File: config.mk
export PLATFORM = sky130hd
export DESIGN_NAME = spi_expander_master_flat
export DESIGN_NICKNAME = d
export VERILOG_FILES = /design/src/rtl/spi_expander_master_if.sv /design/src/rtl/spi_expander_master.sv /design/src/flat_wrapper.sv
export SDC_FILE = /design/constraint.sdc
export NUM_CORES = 1
export LEC_CHECK = 0
export CAP_MARGIN = 40
export CORE_MARGIN = 8
export CORE_UTILIZATION = 39
export CTS_BUF_LIST = sky130_fd_sc_hd__clkbuf_4 sky130_fd_sc_hd__clkbuf_8
export DETAILED_ROUTE_END_ITERATION = 10
export HOLD_SLACK_MARGIN = 0.15
export PLACE_DENSITY = 0.58
export REMOVE_ABC_BUFFERS = 1
export SYNTH_ARGS = -nofsm -noshare
export SYNTH_HDL_FRONTEND = slang
export SYNTH_SLANG_ARGS = --single-unit
export TNS_END_PERCENT = 30
File: constraint.sdc
create_clock -name clk -period 2.9 [get_ports clk]
set_input_delay 0.29 -clock clk [delete_from_list [all_inputs] [get_ports clk]]
set_output_delay 0.29 -clock clk [all_outputs]
set_load 0.01 [all_outputs]
File: src/rtl/spi_expander_master_if.sv
// Host-side request/response bundle plus the four SPI pins of the expander link.
// The master modport is the controller's view; slave is the host/expander side.
interface spi_expander_master_if;
  logic       startReq;
  logic       rwIn;
  logic [3:0] addrIn;
  logic [7:0] wrData;
  logic       busy;
  logic       done;
  logic [7:0] rdData;
  logic       csN;
  logic       sclk;
  logic       mosi;
  logic       miso;

  modport master (
    input  startReq, rwIn, addrIn, wrData, miso,
    output busy, done, rdData, csN, sclk, mosi
  );

  modport slave (
    output startReq, rwIn, addrIn, wrData, miso,
    input  busy, done, rdData, csN, sclk, mosi
  );
endinterface

File: src/rtl/spi_expander_master.sv
// SPI mode-0 master issuing 16-bit read/write frames to an I/O expander.
// Frame timeline: SETUP, 32 SCLK half-periods, HOLD, then a deselect GAP.
module spi_expander_master #(
  parameter int CLK_DIV = 4
) (
  input logic                   clk,
  input logic                   rstN,
  spi_expander_master_if.master bus
);

  typedef enum logic [2:0] {IDLE, SETUP, SHIFT, HOLD, GAP} stateT;

  stateT       state;
  stateT       nextState;
  logic [7:0]  divCnt;
  logic        divLast;
  logic [4:0]  edgeCnt;
  logic [15:0] frame;
  logic [14:0] txFrame;
  logic [7:0]  rxByte;
  logic        rwLatched;
  logic        sclkQ;
  logic        mosiQ;
  logic        doneQ;
  logic [7:0]  rdQ;

  assign frame   = {bus.rwIn, bus.addrIn, 3'b000, bus.rwIn ? 8'h00 : bus.wrData};
  assign divLast = (divCnt == 8'(CLK_DIV - 1));

  // State register
  always_ff @(posedge clk or negedge rstN) begin
    if (!rstN) state <= IDLE;
    else       state <= nextState;
  end

  // Next-state logic: every non-idle phase ends on a divider wrap
  always_comb begin
    nextState = state;
    case (state)
      IDLE:  if (bus.startReq) nextState = SETUP;
      SETUP: if (divLast) nextState = SHIFT;
      SHIFT: if (divLast && edgeCnt == 5'd31) nextState = HOLD;
      HOLD:  if (divLast) nextState = GAP;
      GAP:   if (divLast) nextState = IDLE;
      default: nextState = IDLE;
    endcase
  end

  // Moore outputs decoded from the state
  always_comb begin
    bus.busy = (state != IDLE);
    bus.csN  = !((state == SETUP) || (state == SHIFT) || (state == HOLD));
  end

  // Divider, shift registers and the registered pins; only the data byte of
  // the receive stream is kept since the header half carries no read data
  always_ff @(posedge clk or negedge rstN) begin
    if (!rstN) begin
      divCnt    <= 8'd0;
      edgeCnt   <= 5'd0;
      txFrame   <= 15'd0;
      rxByte    <= 8'd0;
      rwLatched <= 1'b0;
      sclkQ     <= 1'b0;
      mosiQ     <= 1'b0;
      doneQ     <= 1'b0;
      rdQ       <= 8'd0;
    end else begin
      doneQ <= 1'b0;
      if (state == IDLE) begin
        divCnt  <= 8'd0;
        edgeCnt <= 5'd0;
        sclkQ   <= 1'b0;
        if (bus.startReq) begin
          txFrame   <= frame[14:0];
          rwLatched <= bus.rwIn;
          mosiQ     <= frame[15];
        end else begin
          mosiQ <= 1'b0;
        end
      end else begin
        divCnt <= divLast ? 8'd0 : divCnt + 8'd1;
        if (state == SHIFT && divLast) begin
          sclkQ   <= ~sclkQ;
          edgeCnt <= edgeCnt + 5'd1;
          if (!sclkQ) begin
            rxByte <= {rxByte[6:0], bus.miso};
          end else if (edgeCnt != 5'd31) begin
            mosiQ   <= txFrame[14];
            txFrame <= {txFrame[13:0], 1'b0};
          end
        end
        if (state == HOLD && divLast) mosiQ <= 1'b0;
        if (state == GAP && divLast) begin
          doneQ <= 1'b1;
          if (rwLatched) rdQ <= rxByte;
        end
      end
    end
  end

  assign bus.sclk   = sclkQ;
  assign bus.mosi   = mosiQ;
  assign bus.done   = doneQ;
  assign bus.rdData = rdQ;

endmodule

File: src/flat_wrapper.sv
// flat-port wrapper written by rule: the top's interface ports become plain ports
module spi_expander_master_flat 
#(
  parameter int CLK_DIV = 4
)
  (clk, rstN, bus_startReq, bus_rwIn, bus_addrIn, bus_wrData, bus_miso, bus_busy, bus_done, bus_rdData, bus_csN, bus_sclk, bus_mosi);
  spi_expander_master_if bus_i ();
  input logic clk;
  input logic rstN;
  input wire logic [$bits(bus_i.startReq)-1:0] bus_startReq;
  input wire logic [$bits(bus_i.rwIn)-1:0] bus_rwIn;
  input wire logic [$bits(bus_i.addrIn)-1:0] bus_addrIn;
  input wire logic [$bits(bus_i.wrData)-1:0] bus_wrData;
  input wire logic [$bits(bus_i.miso)-1:0] bus_miso;
  output wire logic [$bits(bus_i.busy)-1:0] bus_busy;
  output wire logic [$bits(bus_i.done)-1:0] bus_done;
  output wire logic [$bits(bus_i.rdData)-1:0] bus_rdData;
  output wire logic [$bits(bus_i.csN)-1:0] bus_csN;
  output wire logic [$bits(bus_i.sclk)-1:0] bus_sclk;
  output wire logic [$bits(bus_i.mosi)-1:0] bus_mosi;
  assign bus_i.startReq = bus_startReq;
  assign bus_i.rwIn = bus_rwIn;
  assign bus_i.addrIn = bus_addrIn;
  assign bus_i.wrData = bus_wrData;
  assign bus_i.miso = bus_miso;
  assign bus_busy = bus_i.busy;
  assign bus_done = bus_i.done;
  assign bus_rdData = bus_i.rdData;
  assign bus_csN = bus_i.csN;
  assign bus_sclk = bus_i.sclk;
  assign bus_mosi = bus_i.mosi;
  spi_expander_master #(.CLK_DIV(CLK_DIV)) u_core (.clk(clk), .rstN(rstN), .bus(bus_i));
endmodule
==> results_dict.tcl <==
set metrics [dict create \
    pwr-share-seq_pct 60.0 \
    status "complete, no violations" \
    dpl.hpwl_um 3290 \
    tightest_slew_ns 0.569 \
    vias 1595 \
    drv_slew 0 \
    cp-end-kind "flop" \
    yosysTopAreaCell "dfrtp_1" \
    die_h_um 94.5 \
    postCtsHoldBufs 1 \
    cts_sinks 51 \
    cts_tree "built" \
    crit_fanout 12 \
    clock_latency_ns 0.30 \
    postSynth.asyncResetShare_pct 100 \
    worst-r2r-cell-count 8 \
    setup_viol_count_final 0 \
    routedWlPerCell_um 14.5 \
    wirelength_um 4610 \
    ctsHtreeMaxLevel 2 \
    finalClockSkew_ns 0.00813 \
    ys_top_cells_by_area "dfrtp_1 (53%), mux2_2 (6.6%), mux2_4 (5.0%)" \
    fin_setup_tns_ns 0 \
    multi_input_area_um2 1040 \
    ios 30 \
    rrSetupSlack_ns 0.44 \
    maxSlewHeadroom_pct 62.0 \
    pwr-share-comb_pct 4.6 \
    power.switching_uw 266 \
    rsz0062_at_grt "false" \
    p_clk_share_pct 35.5 \
    place.gp.congestion 0.751 \
    cts_resized 0 \
    r2r-start "u_core.edgeCnt[0]" \
    nFillCells 567 \
    final_antenna_net_count 0 \
    drc 0 \
    cp-startpoint "u_core.edgeCnt[0]" \
    cts_buffers 5 \
    timing.rr.end "u_core.txFrame[13]" \
    power.total_mw 1.21 \
    power_density_nw_per_um2 421 \
    p_int_uw 949 \
    clkTransAtPathRegs_ns 0.09 \
    firstDrtPassIters 4 \
    final-hold-violation-count 0 \
    root_buffer "clkbuf_8" \
    hp-class "input pin to async pin" \
    cp.required_ns 3.09 \
    grt_util_all_layers_pct 11.5 \
    dieArea_um2 8930 \
    finalNonFillerCells 318 \
    synth_area_per_cell_um2 11.5 \
    layout_setup_ws_ns 0.444 \
    fin_nets 262 \
    power_leakage_nw 1.36 \
    max_cap_violations 0 \
    antenna_found_initial 0 \
    drtIter0Drc 56 \
    grt_overflow 0 \
    crit_type "flop to flop" \
    syn_to_final_growth_pct 20.1 \
    synthCells 209 \
    place_inst 309 \
    cts.path.max_buffers 2 \
    portBuffers 29 \
    yosysWarnings 0 \
    synth_top_area_share_pct 53.1 \
    n_antenna_cell 0 \
    fin_crit_ns 2.46 \
    start_util_pct 40.4 \
    grt_pass1_vias 1678 \
    synth-edff-count 0 \
    grt_pass1_wl_um 8280 \
    synth-main-ff-cell "dfrtp_1" \
    die_x_um 94.5 \
    syn_area_um2 2400 \
    place_ws_ns 0.451 \
    fp-row-count 28 \
    grt_max_degree 28 \
    ys_types 38 \
    ys_ff_latch 51 \
    swShare_pct 21.9 \
    regArea_um2 1280 \
    start_kind "flop" \
    post-route-period-util_pct 84.7 \
    drive_gt1_share_pct 18.5 \
    core_area_um2 5960 \
    via_per_inst 5.02 \
    vdd_ir_drop_max_mv 0.356 \
    max_clock_freq_mhz 407 \
    crit_path_end "u_core.txFrame[13]" \
    cts_setup_buffers 0 \
    arrival_ns 2.65 \
    ys_seq_area_share_pct 53.1 \
]
==> worst min path at each step <==
stage | endpoint | slack, ns | cells past startpoint
5_1_grt | u_core.txFrame[13] | 0.53 | 1
3_3_place_gp | u_core.edgeCnt[3] | 0.32 | 1
4_1_cts | u_core.divCnt[0] | 0.51 | 1
2_1_floorplan | u_core.bus.done | -0.006 | 0
6_report | u_core.bus.rdData[5] | 0.51 | 2
3_5_place_dp | u_core.edgeCnt[3] | 0.32 | 1
==> flip-flops by register name, summed over array words and instances, names as in the netlist <==
register,flops
u_core.state,3
u_core.txFrame,15
u_core.rwLatched,1
u_core.bus.sclk,1
u_core.divCnt,8
u_core.edgeCnt,5
u_core.bus.done,1
u_core.bus.mosi,1
u_core.bus.rdData,8
u_core.rxByte,8
==> metrics by stage <==
stage	hold WS (ns)	util, %	area (um^2)
final	0.506	48.5	2890
after floorplan	-0.00559	-	2350
after global routing	0.530	48.5	2890
after CTS	0.511	48.5	2890
after detailed placement	0.323	46.7	2780
after global placement	0.325	46.7	2780
==> cells by family (layout without fill, tap and decap cells) <==
logic type / Yosys count / count (layout) / synth area share [%]
and+or+nand+nor: 75 / 75 / 17.4
adders and majority gates: 3 / 3 / 1.56
buffers and inverters: 19 / 53 / 3.49
muxes: 32 / 32 / 15.7
xor gates and xnor gates: 7 / 7 / 2.55
DFF: 51 / 51 / 53.1
AOI/OAI and AO/OA: 22 / 22 / 6.24
==> power by group through the flow <==
stage               Clock, mW  Sequential, mW  Combinational [mW]
global route            0.477           0.730              0.0632
CTS                     0.446           0.728              0.0578
finish                  0.431           0.728              0.0554
floorplan                   0           0.740              0.0159
detailed placement          0           0.742              0.0566
global placement            0           0.743              0.0559
==> critical path, cell delays in order, from the launching register on <==
cell and delay, ns:
dfrtp_1 0.42, ha_1 0.24, and3_1 0.19, ha_1 0.20, nor4b_1 0.44, nand2_1 0.13
o21ai_1 0.13, buf_4 0.24, mux2_2 0.35
==> layout make-up <==
type / instances / area share (%)
flip-flops and latches: 51 / 44.2
multi-input cells: 139 / 36.2
repair buffers: 36 / 11.8
well taps: 75 / 3.25
clock buffers: 6 / 2.86
inverters: 9 / 1.17
clock inverters: 2 / 0.563
==> per-layer routing <==
| layer | vias up | track usage, % | share of wire [%] |
|---|---|---|---|
| li1 | 800 | - | - |
| met1 | 766 | 15.8 | 50 |
| met2 | 24 | 17.4 | 46 |
| met3 | 5 | 3.25 | 3.2 |
| met4 | 0 | 3.12 | 1.1 |
| met5 | - | 0 | 0 |
==> cells in the final DEF (no fill, tap or decap), types with 2 or more instances in the layout <==
cell type / instances
a22o_1: 5
buf_4: 6
xor2_1: 5
and3_1: 4
nor3b_1: 8
nand3_1: 16
clkdlybuf4s50_1: 28
nand4_1: 3
a21oi_1: 9
mux2i_1: 10
or4_1: 2
xnor2_1: 2
nand2_1: 20
inv_1: 9
and3_2: 2
nor4b_1: 2
or2_2: 2
dfrtp_1: 51
nor2_1: 11
clkbuf_8: 6
mux2_4: 8
ha_1: 3
mux2_2: 14
==> cells in the mapped netlist, types with 2 or more instances <==
library cell	n
inv_1	9
a21oi_1	9
nor2_1	11
xor2_1	5
nor4b_1	2
nand4_1	3
mux2i_1	10
a22o_1	5
mux2_2	14
nand2_1	20
nand3_1	16
and3_2	2
mux2_4	8
clkbuf_1	6
ha_1	3
or2_2	2
and3_1	4
xnor2_1	2
or4_1	2
nor3b_1	8
dfrtp_1	51
Power figures use the tool's default switching activity.
